$ cat config.mk
export PLATFORM = sky130hd
export DESIGN_NAME = mmio_uart_tx_flat
export DESIGN_NICKNAME = d
export VERILOG_FILES = /design/src/rtl/uart_pkg.sv /design/src/rtl/mmio_uart_tx_if.sv /design/src/rtl/uart_tx_fifo.sv /design/src/rtl/mmio_uart_tx.sv /design/src/flat_wrapper.sv
export SDC_FILE = /design/constraint.sdc
export NUM_CORES = 1
export LEC_CHECK = 0
export BUFFER_PORTS_ARGS = -buffer_cell sky130_fd_sc_hd__buf_2
export CORE_AREA = 2 2 76 78
export CTS_CLUSTER_SIZE = 12
export DETAILED_ROUTE_END_ITERATION = 16
export DIE_AREA = 0 0 78 80
export PLACE_DENSITY_LB_ADDON = 0.08
export SYNTH_ARGS = -nofsm -noshare
export SYNTH_HDL_FRONTEND = slang
export SYNTH_SLANG_ARGS = --single-unit
export TNS_END_PERCENT = 20
$ cat constraint.sdc
create_clock -name clk -period 3.2 [get_ports clk]
set_input_delay 0.48 -clock clk [delete_from_list [all_inputs] [get_ports clk]]
set_output_delay 0.48 -clock clk [all_outputs]
set_load 0.01 [all_outputs]
$ cat src/rtl/uart_pkg.sv
// Shared constants and FSM state types for the memory-mapped UART transmitter.
package uart_pkg;

   localparam logic [3:0] OFF_TXDATA = 4'h0;
   localparam logic [3:0] OFF_STATUS = 4'h4;
   localparam logic [3:0] OFF_RSVD0  = 4'h8;
   localparam logic [3:0] OFF_RSVD1  = 4'hC;

   localparam int unsigned STATUS_BUSY  = 0;
   localparam int unsigned STATUS_FULL  = 1;
   localparam int unsigned STATUS_EMPTY = 2;

   typedef enum logic {
      BUS_IDLE,
      BUS_RESP
   } bus_state_t;

   typedef enum logic [1:0] {
      TX_IDLE,
      TX_START,
      TX_DATA,
      TX_STOP
   } tx_state_t;

endpackage

$ cat src/rtl/mmio_uart_tx_if.sv
// PicoRV32 native memory bus as seen by the UART transmitter.
interface mmio_uart_tx_if;
   logic        mem_valid;
   logic [31:0] mem_addr;
   logic [31:0] mem_wdata;
   logic [3:0]  mem_wstrb;
   logic        mem_ready;
   logic [31:0] mem_rdata;

   modport master (
      output mem_valid, mem_addr, mem_wdata, mem_wstrb,
      input  mem_ready, mem_rdata
   );

   modport slave (
      input  mem_valid, mem_addr, mem_wdata, mem_wstrb,
      output mem_ready, mem_rdata
   );
endinterface

$ cat src/rtl/uart_tx_fifo.sv
// Synchronous byte FIFO with combinational head read; the extra pointer bit
// distinguishes full from empty after wrap-around.
module uart_tx_fifo #(
   parameter int unsigned DEPTH = 16,
   parameter int unsigned WIDTH = 8
) (
   input  logic             clk,
   input  logic             reset_n,
   input  logic             push,
   input  logic             pop,
   input  logic [WIDTH-1:0] wdata,
   output logic [WIDTH-1:0] rdata,
   output logic             full,
   output logic             empty
);

   localparam int unsigned AW = $clog2(DEPTH);

   logic [WIDTH-1:0] mem [DEPTH];
   logic [AW:0]      wr_ptr;
   logic [AW:0]      rd_ptr;
   logic             do_push;
   logic             do_pop;

   assign empty   = (wr_ptr == rd_ptr);
   assign full    = (wr_ptr[AW] != rd_ptr[AW]) && (wr_ptr[AW-1:0] == rd_ptr[AW-1:0]);
   assign rdata   = mem[rd_ptr[AW-1:0]];
   // A pop in the same cycle frees the head slot, so a push on full is legal then.
   assign do_push = push && (!full || pop);
   assign do_pop  = pop && !empty;

   always_ff @(posedge clk or negedge reset_n) begin
      if (!reset_n) begin
         wr_ptr <= '0;
         rd_ptr <= '0;
      end else begin
         if (do_push) wr_ptr <= wr_ptr + 1'b1;
         if (do_pop)  rd_ptr <= rd_ptr + 1'b1;
      end
   end

   always_ff @(posedge clk) begin
      if (do_push) mem[wr_ptr[AW-1:0]] <= wdata;
   end

endmodule

$ cat src/rtl/mmio_uart_tx.sv
// Memory-mapped 8N1 UART transmitter on the PicoRV32 native bus.
// Define UART_TX_FIFO_EN for a FIFO_DEPTH-entry queue; otherwise a single holding register.
module mmio_uart_tx
   import uart_pkg::*;
#(
   parameter logic [31:0] BASE_ADDR  = 32'h1000_0000,
   parameter int unsigned CLK_DIV    = 868,
   parameter int unsigned FIFO_DEPTH = 16
) (
   input  logic          clk,
   input  logic          reset_n,
   mmio_uart_tx_if.slave bus,
   output logic          uart_tx
);

   localparam int unsigned       BAUD_W    = $clog2(CLK_DIV);
   localparam logic [BAUD_W-1:0] BAUD_LAST = BAUD_W'(CLK_DIV - 1);

   if (CLK_DIV < 2) begin : g_bad_clk_div
      $error("CLK_DIV must be at least 2");
   end
   if (FIFO_DEPTH < 2) begin : g_bad_fifo_depth
      $error("FIFO_DEPTH must be at least 2");
   end

   bus_state_t        bus_state, bus_next;
   tx_state_t         tx_state, tx_next;
   logic [BAUD_W-1:0] baud_cnt;
   logic [2:0]        bit_idx;
   logic [7:0]        shreg;
   logic              baud_end;
   logic              tx_line;

   logic              q_push, q_pop, q_full, q_empty;
   logic [7:0]        q_head;

   logic [3:0]        offset;
   logic              sel, txdata_wr, stall, accept;
   logic [31:0]       reg_val;
   logic              unused_bus_bits;

   assign offset    = bus.mem_addr[3:0];
   assign sel       = bus.mem_valid && (bus.mem_addr[31:4] == BASE_ADDR[31:4]);
   assign txdata_wr = sel && (offset == OFF_TXDATA) && bus.mem_wstrb[0];
   assign stall     = txdata_wr && q_full && !q_pop;
   assign q_push    = accept && txdata_wr;
   assign baud_end  = (baud_cnt == BAUD_LAST);
   assign unused_bus_bits = ^{bus.mem_wdata[31:8], bus.mem_wstrb[3:1]};

   always_comb begin
      reg_val = '0;
      if (offset == OFF_STATUS) begin
         reg_val[STATUS_BUSY]  = (tx_state != TX_IDLE);
         reg_val[STATUS_FULL]  = q_full;
         reg_val[STATUS_EMPTY] = q_empty && (tx_state == TX_IDLE);
      end
   end

   // Bus responder FSM
   always_comb begin
      bus_next = bus_state;
      accept   = 1'b0;
      case (bus_state)
         BUS_IDLE: begin
            if (sel && !stall) begin
               accept   = 1'b1;
               bus_next = BUS_RESP;
            end
         end
         BUS_RESP: bus_next = BUS_IDLE;
         default:  bus_next = BUS_IDLE;
      endcase
   end

   always_ff @(posedge clk or negedge reset_n) begin
      if (!reset_n) begin
         bus_state     <= BUS_IDLE;
         bus.mem_rdata <= '0;
      end else begin
         bus_state <= bus_next;
         if (accept) bus.mem_rdata <= reg_val;
      end
   end

   assign bus.mem_ready = (bus_state == BUS_RESP);

   // TX FSM; STOP chains straight into START when more data is queued
   always_comb begin
      tx_next = tx_state;
      q_pop   = 1'b0;
      case (tx_state)
         TX_IDLE: begin
            if (!q_empty) begin
               q_pop   = 1'b1;
               tx_next = TX_START;
            end
         end
         TX_START: if (baud_end) tx_next = TX_DATA;
         TX_DATA:  if (baud_end && bit_idx == 3'd7) tx_next = TX_STOP;
         TX_STOP: begin
            if (baud_end) begin
               if (!q_empty) begin
                  q_pop   = 1'b1;
                  tx_next = TX_START;
               end else begin
                  tx_next = TX_IDLE;
               end
            end
         end
         default: tx_next = TX_IDLE;
      endcase
   end

   always_comb begin
      case (tx_state)
         TX_START: tx_line = 1'b0;
         TX_DATA:  tx_line = shreg[0];
         default:  tx_line = 1'b1;
      endcase
   end

   always_ff @(posedge clk or negedge reset_n) begin
      if (!reset_n) begin
         tx_state <= TX_IDLE;
         baud_cnt <= '0;
         bit_idx  <= '0;
         shreg    <= '0;
         uart_tx  <= 1'b1;
      end else begin
         tx_state <= tx_next;
         if (tx_next != tx_state || baud_end) begin
            baud_cnt <= '0;
         end else if (tx_state != TX_IDLE) begin
            baud_cnt <= baud_cnt + BAUD_W'(1);
         end
         if (q_pop) begin
            shreg <= q_head;
         end else if (tx_state == TX_DATA && baud_end) begin
            shreg <= {1'b0, shreg[7:1]};
         end
         if (tx_state == TX_DATA && baud_end) bit_idx <= bit_idx + 3'd1;
         uart_tx <= tx_line;
      end
   end

`ifdef UART_TX_FIFO_EN
   uart_tx_fifo #(
      .DEPTH (FIFO_DEPTH),
      .WIDTH (8)
   ) u_fifo (
      .clk     (clk),
      .reset_n (reset_n),
      .push    (q_push),
      .pop     (q_pop),
      .wdata   (bus.mem_wdata[7:0]),
      .rdata   (q_head),
      .full    (q_full),
      .empty   (q_empty)
   );
`else
   logic       hold_valid;
   logic [7:0] hold_data;

   // Push wins over pop so a write landing on the popping cycle stays queued.
   always_ff @(posedge clk or negedge reset_n) begin
      if (!reset_n) begin
         hold_valid <= 1'b0;
         hold_data  <= '0;
      end else if (q_push) begin
         hold_valid <= 1'b1;
         hold_data  <= bus.mem_wdata[7:0];
      end else if (q_pop) begin
         hold_valid <= 1'b0;
      end
   end

   assign q_full  = hold_valid;
   assign q_empty = !hold_valid;
   assign q_head  = hold_data;
`endif

endmodule

$ cat src/flat_wrapper.sv
// flat-port wrapper written by rule: the top's interface ports become plain ports
module mmio_uart_tx_flat import uart_pkg::*;
#(
   parameter logic [31:0] BASE_ADDR  = 32'h1000_0000,
   parameter int unsigned CLK_DIV    = 868,
   parameter int unsigned FIFO_DEPTH = 16
)
  (clk, reset_n, uart_tx, bus_mem_valid, bus_mem_addr, bus_mem_wdata, bus_mem_wstrb, bus_mem_ready, bus_mem_rdata);
  mmio_uart_tx_if bus_i ();
  input  logic clk;
  input  logic reset_n;
  output logic uart_tx;
  input wire logic [$bits(bus_i.mem_valid)-1:0] bus_mem_valid;
  input wire logic [$bits(bus_i.mem_addr)-1:0] bus_mem_addr;
  input wire logic [$bits(bus_i.mem_wdata)-1:0] bus_mem_wdata;
  input wire logic [$bits(bus_i.mem_wstrb)-1:0] bus_mem_wstrb;
  output wire logic [$bits(bus_i.mem_ready)-1:0] bus_mem_ready;
  output wire logic [$bits(bus_i.mem_rdata)-1:0] bus_mem_rdata;
  assign bus_i.mem_valid = bus_mem_valid;
  assign bus_i.mem_addr = bus_mem_addr;
  assign bus_i.mem_wdata = bus_mem_wdata;
  assign bus_i.mem_wstrb = bus_mem_wstrb;
  assign bus_mem_ready = bus_i.mem_ready;
  assign bus_mem_rdata = bus_i.mem_rdata;
  mmio_uart_tx #(.BASE_ADDR(BASE_ADDR), .CLK_DIV(CLK_DIV), .FIFO_DEPTH(FIFO_DEPTH)) u_core (.clk(clk), .reset_n(reset_n), .bus(bus_i), .uart_tx(uart_tx));
endmodule
=== After elaboration in Yosys (flattened, before gate mapping) ===
Cells that the tools add are included.

* Bits in registers: 37
* Bits of input ports: 71
* Output and inout bits: 34
* Logic and storage cells: 60

* Add/subtract/negate cells: 2
* Equal/unequal tests: 8
* Multiplexer cells: 20
* Bitwise gates (word level): 1
* Reductions and logical operators: 20

{| class="wikitable"
|+ Operator list
! kind !! count
|-
| == test 28 x 25 -> 1 bit, second input constant || 1
|-
| two-way mux 10 bit || 2
|-
| two-way mux 8 bit || 2
|-
| adder 10 x 1 -> 10 bit, second input constant || 1
|-
| == test 10 bit, second input constant || 1
|-
| logical AND 1 bit || 10
|-
| two-way mux 2 bit || 4
|-
| one-hot mux 2 bit (4 select lines) || 1
|-
| nonzero test 2 bit || 4
|-
| two-way mux 1 bit || 7
|-
| one-hot mux 1 bit (2 select lines) || 3
|-
| == test 2 bit, second input constant || 2
|-
| == test 4 x 3 -> 1 bit, second input constant || 1
|-
| logical NOT 4 bit || 1
|-
| adder 3 x 1 -> 3 bit, second input constant || 1
|-
| == test 3 bit, second input constant || 1
|-
| logical NOT 1 bit || 3
|-
| two-way mux 3 bit || 1
|-
| == test 2 x 1 -> 1 bit, second input constant || 1
|-
| logical NOT 2 bit || 1
|-
| != test 2 bit || 1
|-
| logical OR 1 bit || 1
|-
| NOT 1 bit || 1
|}

=== Depth between registers and ports, before layout ===
Gate-level depths: netlist of the first run.

* Word-level depth: 12
* Mapped depth: 7
* Depth with buffers taken out: 7

=== Worst setup path after synthesis of the first run ===
No wires, ideal clock.

* Path type: reg-to-reg
* From: register u_core.baud_cnt[0]
* To: register u_core.hold_data[0]
* Arrival: 1.650 ns
* Data required time: 3.075 ns
* Slack: 1.425 ns
* Stages on the path, launching flop included: 7
* Buffers on the path: 0
* Clock period less this slack: 1.775 ns
* Cell sequence: dfrtp_1 -> ha_1 -> and4bb_1 -> a41oi_2 -> o21ai_2 -> nand3_4 -> mux2_4

* Longest elaborated chain between the ends: 10

{| class="wikitable"
|+ RTL lines
! item !! line !! text
|-
| start: declaration || mmio_uart_tx.sv:28 || <nowiki>logic [BAUD_W-1:0] baud_cnt;</nowiki>
|-
| start signal: assignment || mmio_uart_tx.sv:134 || <nowiki>baud_cnt <= baud_cnt + BAUD_W'(1);</nowiki>
|-
| == test 10 bit || mmio_uart_tx.sv:47 || <nowiki>assign baud_end = (baud_cnt == BAUD_LAST);</nowiki>
|-
| two-way mux 1 bit || mmio_uart_tx.sv:101 || <nowiki>if (baud_end) begin</nowiki>
|-
| one-hot mux 1 bit (2 select lines) || mmio_uart_tx.sv:91 || <nowiki>case (tx_state)</nowiki>
|-
| logical NOT 1 bit || mmio_uart_tx.sv:45 || <nowiki>assign stall = txdata_wr && q_full && !q_pop;</nowiki>
|-
| logical AND 1 bit || mmio_uart_tx.sv:45 ||
|-
| logical NOT 1 bit || mmio_uart_tx.sv:65 || <nowiki>if (sel && !stall) begin</nowiki>
|-
| logical AND 1 bit || mmio_uart_tx.sv:65 ||
|-
| two-way mux 1 bit || mmio_uart_tx.sv:65 ||
|-
| two-way mux 1 bit || mmio_uart_tx.sv:63 || <nowiki>case (bus_state)</nowiki>
|-
| logical AND 1 bit || mmio_uart_tx.sv:46 || <nowiki>assign q_push = accept && txdata_wr;</nowiki>
|-
| end signal: assignment || mmio_uart_tx.sv:171 || <nowiki>hold_data <= bus.mem_wdata[7:0];</nowiki>
|-
| end: declaration || mmio_uart_tx.sv:162 || <nowiki>logic [7:0] hold_data;</nowiki>
|}

Every way passes these cells.
A chain may end at the register's enable or synchronous reset.

=== Worst setup path in the final report of the first run ===
* From: register u_core.tx_state[0]
* To: register u_core.baud_cnt[0]

* Longest elaborated chain between the ends: 5
* Elaborated cells between the ends (all ways): 14
* Classes of those cells: eq/ne: 4; mux: 6; reduce/logical: 4

{| class="wikitable"
|+ RTL lines
! item !! line !! text
|-
| start: declaration || mmio_uart_tx.sv:27 || <nowiki>tx_state_t tx_state, tx_next;</nowiki>
|-
| start signal: assignment || mmio_uart_tx.sv:130 || <nowiki>tx_state <= tx_next;</nowiki>
|-
| == test 2 bit, or another cell as far along || mmio_uart_tx.sv:91 ||
|-
| one-hot mux 2 bit (4 select lines) || mmio_uart_tx.sv:91 ||
|-
| != test 2 bit || mmio_uart_tx.sv:131 || <nowiki>if (tx_next != tx_state || baud_end) begin</nowiki>
|-
| logical OR 1 bit || mmio_uart_tx.sv:131 ||
|-
| two-way mux 10 bit / nonzero test 2 bit (equally long branches) || -- ||
|}

Several ways; a longest one is shown, not always the timed one.

==> qor.txt, run 1 <==
Hold buffer count at CTS: 0
Pwr dens: 358 nW/um^2
Die area: 6240 sq um
Cell at the root of the clock tree: sky130_fd_sc_hd__clkbuf_8
Dominant combinational cell family by area after synthesis: simple AND/OR/NAND/NOR gates
Number of clock sinks: 37
Post-synthesis adder-cell area fraction: 0.0419
Number of port buffers: 48
Classification of the worst setup path: reg2reg
Post-Route Skew: 0.00768 ns
Global routing usage summed across all routing layers: 0.131
Die Span X: 78 um
Total Wirelength: 3580 um
Final hold vios: 0
Number of global-route vias before repair: 1484
Share of the clock period used by the worst path: 0.674
Clock Tree Buf Depth: 2
Total standard cell area after synthesis: 2090 sq um
Dominant synthesized flop cell: sky130_fd_sc_hd__dfrtp_1
Final setup fails: 0
Post-synth top cells: 36 x sky130_fd_sc_hd__dfrtp_1, 30 x sky130_fd_sc_hd__buf_4, 16 x sky130_fd_sc_hd__nand2_1, 16 x sky130_fd_sc_hd__nor2_1
Clk_lat worst skew: 0.29 ns
Leak: 1.27 nW
Clock tree from TritonCTS: built
Dpl cells: 313
Post-synthesis compound-gate area fraction: 0.0863
Post-detail-place hpwl: 2710 um
Number of unique standard cell types used by synthesis: 41
Count of nets left with antenna violations after detail routing: 0
Sequential area share after synthesis: 0.444
Headroom to the max-slew limit: 0.450
Total Negative Setup Slacks: 0 ns
Initial detailed-routing violation count: 39
Period minus WS final: 2.16 ns
Area Growth Syn to Fin: 14.0%
Synthesis-stage register bit count: 37
Initial antenna violation count: 0
Actual transition at the worst max-transition pin: 0.825 ns
Level count of the clock H-tree: 2
Initial Utilization: 0.386
Peak VDD IR: 0.000149 V
Average size of a mapped cell: 10.6 sq um
Share of final-layout standard cells stronger than drive strength 1: 0.289
Maximum number of pins on one net before global-route repair: 38
Final design utilization: 0.440
Ant. Diodes: 0
Drt pass-1 iters: 4
Run status: completed
Leading area contributor after synthesis: sky130_fd_sc_hd__dfrtp_1
Nets@finish: 326
RSZ-0062 raised after global routing: false
Maximum Capacitance Violations: 0
Remaining global-route overflow: 0
Wire length of the first global-routing pass: 6510 um
Vias per inst: 4.56
CP Capture Type: flip-flop
Last weighted congestion value of the routability-driven placer: 0.724
Clock slew seen by the registers of the worst setup and hold paths: 0.07 ns
Number of gates given a new drive strength after cts: 0
Post-CTS setup repair buffer count: 0
Worst reg-to-reg setup slack: 1.04 ns
Floorplan Core Area: 5410 sq um
Die extent in y: 80 um
Inserted Clock Buffers: 5
Gate count after technology mapping: 197
Cell Rows: 27
Number of enable flip-flop cells after synthesis: 0
Yosys top cell area share: 0.431
Power after layout: 0.852 mW
Most frequent cell after synthesis: sky130_fd_sc_hd__dfrtp_1
Share of synthesized registers carrying an async set or reset: 1.00
Max frequency: 464 MHz
Required time reported for the critical path endpoint: 3.34 ns
Dominant cells by area after synthesis: sky130_fd_sc_hd__dfrtp_1 43%, sky130_fd_sc_hd__buf_4 11%, sky130_fd_sc_hd__mux2_4 5.8%, sky130_fd_sc_hd__ha_1 4.2%, sky130_fd_sc_hd__mux2i_1 3.8%
XOR/XNOR Fraction of Synth Area: 0.0419
Crit path max fanout: 10
Count of unresolved DRC violations after routing: 0
Simple logic cell fraction of the synthesized area: 0.153
Type of origin of the critical path: flip-flop
CP Data Arrival Time: 2.30 ns
Count of pins over their slew limit: 0
Total via count after detailed routing: 1464
Wire length per cell after detailed routing: 11.2 um
Yosys warning total: 0
I/O pin count: 105
Type of the tightest min-delay check: in2async
Fin cells: 321
Share of synthesized area spent on multiplexers: 0.107
[critical path, stage by stage (launching register included)]
cell,delay (ns)
sky130_fd_sc_hd__dfrtp_1,0.45
sky130_fd_sc_hd__inv_2,0.08
sky130_fd_sc_hd__ha_1,0.29
sky130_fd_sc_hd__a2111oi_0,0.41
sky130_fd_sc_hd__a21oi_1,0.08
sky130_fd_sc_hd__o21ai_1,0.59
sky130_fd_sc_hd__nor2_1,0.11
[placed cells by master (no fill, tap or decap), types with 2 or more instances in the layout]
cell type and n:
sky130_fd_sc_hd__inv_1 5, sky130_fd_sc_hd__dfrtp_1 36, sky130_fd_sc_hd__xor2_1 5, sky130_fd_sc_hd__nand4_1 2, sky130_fd_sc_hd__inv_2 2, sky130_fd_sc_hd__mux2_1 2, sky130_fd_sc_hd__o32ai_1 3, sky130_fd_sc_hd__nand4b_1 2
sky130_fd_sc_hd__xnor2_1 5, sky130_fd_sc_hd__nand2_1 16, sky130_fd_sc_hd__nor4_1 6, sky130_fd_sc_hd__conb_1 29, sky130_fd_sc_hd__ha_1 7, sky130_fd_sc_hd__a21oi_1 4, sky130_fd_sc_hd__clkbuf_8 5, sky130_fd_sc_hd__nor2_1 16
sky130_fd_sc_hd__and3_1 5, sky130_fd_sc_hd__mux2_4 8, sky130_fd_sc_hd__o21ai_1 5, sky130_fd_sc_hd__mux2i_1 8, sky130_fd_sc_hd__nand3_1 3, sky130_fd_sc_hd__buf_2 48, sky130_fd_sc_hd__o21ai_0 7
[flip-flops by register name, summed over array words and instances, names as in the netlist]
name                  flops
u_core.hold_data          8
u_core.bus.mem_ready      1
u_core.tx_state           2
u_core.bus.mem_rdata      3
u_core.hold_valid         1
u_core.bit_idx            3
u_core.shreg              8
u_core.uart_tx            1
u_core.baud_cnt          10
[power breakdown]
group          internal, mW  total (mW)  switching, mW  leakage [nW]
clock                 0.154       0.332          0.177        0.0445
combinational        0.0207      0.0533         0.0327         0.739
sequential            0.467       0.467  0.00000000579         0.483
total                 0.642       0.852          0.210          1.27
[area by class of cell]
class | instances | area [sq um]
multi-input cells | 149 | 1010
flip-flops and latches | 37 | 927
inverters | 7 | 26.3
repair buffers | 48 | 240
clock buffers | 5 | 68.8
fillers | 528 | 3030
clock inverters | 3 | 21.3
well taps | 72 | 90.1
[kinds of logic (layout without fill, tap and decap cells)]
| logic type | after synthesis | after routing |
|---|---|---|
| other | 1 | 29 |
| and+or+nand+nor | 58 | 58 |
| buffers and inverters | 39 | 63 |
| xor gates and xnor gates | 10 | 10 |
| DFF | 37 | 37 |
| AOI/OAI and AO/OA | 27 | 27 |
| muxes | 18 | 18 |
| adders and majority gates | 7 | 7 |
[final timing paths]
path,startpoint,to,cells past startpoint
setup / recovery,u_core.tx_state[0]$_DFF_PN0_,u_core.baud_cnt[0]$_DFFE_PN0P_,6
hold / removal,reset_n,u_core.baud_cnt[2]$_DFFE_PN0P_,1
setup reg to reg,u_core.tx_state[0]$_DFF_PN0_,u_core.baud_cnt[0]$_DFFE_PN0P_,6
hold reg to reg,u_core.bit_idx[0]$_DFFE_PN0P_,u_core.bit_idx[0]$_DFFE_PN0P_,1
max in group asynchronous,reset_n,u_core.shreg[1]$_DFFE_PN0P_,1
min in group clk,bus_mem_wdata[6],u_core.hold_data[6]$_DFFE_PN0P_,2
[metal layers]
layer  global-route usage  part of all wire  up-vias
li1                     -                 -      736
met1                0.156              0.47      661
met2                0.223              0.45       62
met3               0.0385             0.070        5
met4               0.0474             0.012        0
met5                    0                 0        -
[through the flow]
step                      instance area [sq um]  worst slack, ns  hold WS (ns)
final                                      2380             1.04         0.279
after global routing                       2380            0.772         0.349
after CTS                                  2380             1.02         0.311
after detailed placement                   2290             1.04         0.479
after global placement                     2290             1.04         0.468
after floorplan                            2190             1.43         0.184
No activity file was read; power rests on OpenSTA's default activity.
==> run 2, diff against run 1 <==
- ABC_AREA: unset -> 1
- CORE_AREA: 2 2 76 78 -> 2 2 78 80
- DIE_AREA: 0 0 78 80 -> 0 0 80 82
- clock period: 3.2 -> 2 ns (I/O delays scaled with it)
==> qor.txt, run 2 <==
Initial Utilization: 0.391
Run status: completed
Maximum number of pins on one net before global-route repair: 38
Commonest cells after routing, fill and taps aside: 59 x sky130_fd_sc_hd__nand2_1, 48 x sky130_fd_sc_hd__buf_2, 35 x sky130_fd_sc_hd__dfrtp_1
Average size of a mapped cell: 8.31 sq um
Number of unique standard cell types used by synthesis: 38
Classification of the worst setup path: reg2reg
Clk network pwr share: 0.437
Synthesis-stage register bit count: 37
RSZ-0062 raised after global routing: false
Most common library cell in the layout ignoring fill and taps: sky130_fd_sc_hd__nand2_1
Dpl cells: 395
Max frequency: 555 MHz
Area Growth Syn to Fin: 16.7%
Wire length of the first global-routing pass: 6940 um
Nets@finish: 405
Sw Ratio: 0.227
Number of enable flip-flop cells after synthesis: 0
Total Wirelength: 4070 um
Biggest registers after layout: u_core.baud_cnt: 10 flops, u_core.hold_data: 8 flops, u_core.shreg: 8 flops
Gate count after technology mapping: 270
CP Data Arrival Time: 1.98 ns
Die extent in y: 82 um
Clk_lat worst skew: 0.29 ns
Initial antenna violation count: 0
Dominant cells by area after synthesis: sky130_fd_sc_hd__dfrtp_1 40%, sky130_fd_sc_hd__nand2_1 9.9%, sky130_fd_sc_hd__buf_4 9.7%, sky130_fd_sc_hd__nand3_1 4.2%, sky130_fd_sc_hd__inv_1 4.0%
Leading area contributor after synthesis: sky130_fd_sc_hd__dfrtp_1
Hold buffer count at CTS: 0
Share of final-layout standard cells stronger than drive strength 1: 0.280
Die Span X: 80 um
Fill cell instance count of the final layout: 600
Required time reported for the critical path endpoint: 2.18 ns
Maximum Capacitance Violations: 0
Count of pins over their slew limit: 0
Final design utilization: 0.456
Fraction of power consumed by sequential logic: 0.500
Type of origin of the critical path: flip-flop
Period minus WS final: 1.80 ns
Yosys warning total: 0
Count of nets left with antenna violations after detail routing: 0
Peak VDD IR: 0.000271 V
Post-synth top cells: 59 x sky130_fd_sc_hd__nand2_1, 36 x sky130_fd_sc_hd__dfrtp_1, 29 x sky130_fd_sc_hd__buf_4
Number of port buffers: 48
Type of the tightest min-delay check: in2async
Cell Rows: 28
Pwr dens: 571 nW/um^2
Yosys top cell area share: 0.401
Net switching power: 0.339 mW
Sequential area share after synthesis: 0.413
Number of clock sinks: 37
Clock tree from TritonCTS: built
Most frequent cell after synthesis: sky130_fd_sc_hd__nand2_1
Leak: 1.39 nW
Clock Tree Buf Depth: 2
Inserted Clock Buffers: 5
Ordered list of cells on the worst path: ha_1 > nand2_1 > nor2_4 > nand4_2 > nand2_4 > nand2_4 > nand2_4 > nand3_4 > nand2_1 > o21ai_2
Crit path max fanout: 17
Fin cells: 403
Number of gates given a new drive strength after cts: 0
Power after layout: 1.50 mW
Initial detailed-routing violation count: 59
Flip-flop count of the largest register, all copies and words added: 10
Last weighted congestion value of the routability-driven placer: 0.805
Post-detail-place hpwl: 3130 um
Ant. Diodes: 0
Worst path slowest cell: sky130_fd_sc_hd__dfrtp_1
Dominant synthesized flop cell: sky130_fd_sc_hd__dfrtp_1
Post-route worst setup slack: 0.200 ns
Floorplan Core Area: 5750 sq um
Final hold vios: 0
Vias per inst: 4.38
Total standard cell area after synthesis: 2240 sq um
Internal power: 1.16 mW
Slowest cell delay on critical path: 0.39 ns
Share of the clock period used by the worst path: 0.900
Share of power burned in combinational logic: 0.063
Clock slew seen by the registers of the worst setup and hold paths: 0.08 ns
Share of synthesized registers carrying an async set or reset: 1.00
Post-CTS setup repair buffer count: 0
CP Capture Type: flip-flop
Crit-path most repeated cell: sky130_fd_sc_hd__nand2_4
Remaining global-route overflow: 0
Post-Route Skew: 0.0128 ns
Post-placement worst setup slack: 0.134 ns
Number of global-route vias before repair: 1619
I/O pin count: 105
Die area: 6560 sq um
Global routing usage summed across all routing layers: 0.133
Largest reg by FF count: u_core.baud_cnt
Wire length per cell after detailed routing: 10.1 um
Drt pass-1 iters: 4
Level count of the clock H-tree: 2
Final setup fails: 0
Cell at the root of the clock tree: sky130_fd_sc_hd__clkbuf_8
Count of unresolved DRC violations after routing: 0
Total via count after detailed routing: 1766
Total Negative Setup Slacks: 0 ns
==> run 2: cell count changes in the layout (fill, tap and decap cells not counted), sizes merged, moves of 3 or more <==
cell	change
nand3	+17
nand4	+3
nand2	+48
and3	-4
inv	+18
a31oi	+5
mux2i	-8
nor2	+12
a21oi	-4
o32ai	-3
buf	+7
or2	+3
mux2	-10
nor3	+4
==> run 2: worst max-delay path: cells and delay by family, from the launching register on <==
family | cells | cell delay, ns
simple gates | 8 | 0.97
compound gates | 1 | 0.06
flops | 1 | 0.39
fa+ha+maj | 1 | 0.26
==> run 2: path summary, 6_finish.rpt <==
| check | cells past startpoint | slack [ns] | end | from |
|---|---|---|---|---|
| max | 10 | 0.20 | u_core.hold_data[0]$_DFFE_PN0P_ | u_core.baud_cnt[0]$_DFFE_PN0P_ |
| min | 2 | 0.04 | u_core.baud_cnt[1]$_DFFE_PN0P_ | reset_n |
| max reg2reg | 10 | 0.20 | u_core.hold_data[0]$_DFFE_PN0P_ | u_core.baud_cnt[0]$_DFFE_PN0P_ |
| min reg2reg | 2 | 0.49 | u_core.bus.mem_rdata[2]$_DFFE_PN0P_ | u_core.bus.mem_rdata[2]$_DFFE_PN0P_ |
| max in group asynchronous | 2 | 1.61 | u_core.uart_tx$_DFF_PN1_ | reset_n |
| min in group clk | 3 | 0.24 | u_core.hold_data[6]$_DFFE_PN0P_ | bus_mem_wdata[6] |
==> run 2: kinds of logic (layout without fill, tap and decap cells) <==
kind of cell	after synthesis	count (layout)	share of synthesized area
AND/OR/NAND/NOR	133	133	0.290
buffers and inverters	61	91	0.155
flip-flops	37	37	0.413
AO/OA/AOI/OAI	24	24	0.0736
adder cells (fa/ha/maj)	7	7	0.0390
XOR/XNOR	7	7	0.0273
other	1	29	0.00167
==> run 2: layout make-up <==
class                      instances  area, sq um  share of cell area
tap                               75         93.8              0.0358
timing repair buffer              55          293               0.112
multi-input combinational        200         1080               0.414
clock inverter                     3         46.3              0.0177
sequential                        37          928               0.354
clock buffer                       5         68.8              0.0263
inverter                          28          105              0.0401
==> run 2: metrics by stage <==
stage               cell area (sq um)  hold WS (ns)
floorplan                        2350       0.00441
global placement                 2490         0.374
detailed placement               2490         0.373
CTS                              2610        0.0556
global route                     2620        0.0812
finish                           2620        0.0368
==> run 2: metal layers <==
layer | part of all wire | global-route usage
met3 | 0.053 | 0.0286
met5 | 0 | 0
met2 | 0.46 | 0.215
met4 | 0.011 | 0.0542
met1 | 0.48 | 0.173
==> run 2: power groups by stage <==
stage                     Clock [mW]  Combinational (mW)  Sequential [mW]
after global routing           0.704               0.111            0.747
final                          0.654              0.0940            0.748
after detailed placement           0              0.0955            0.762
after global placement             0              0.0937            0.762
after CTS                      0.675              0.0959            0.747
after floorplan                    0              0.0790            0.762
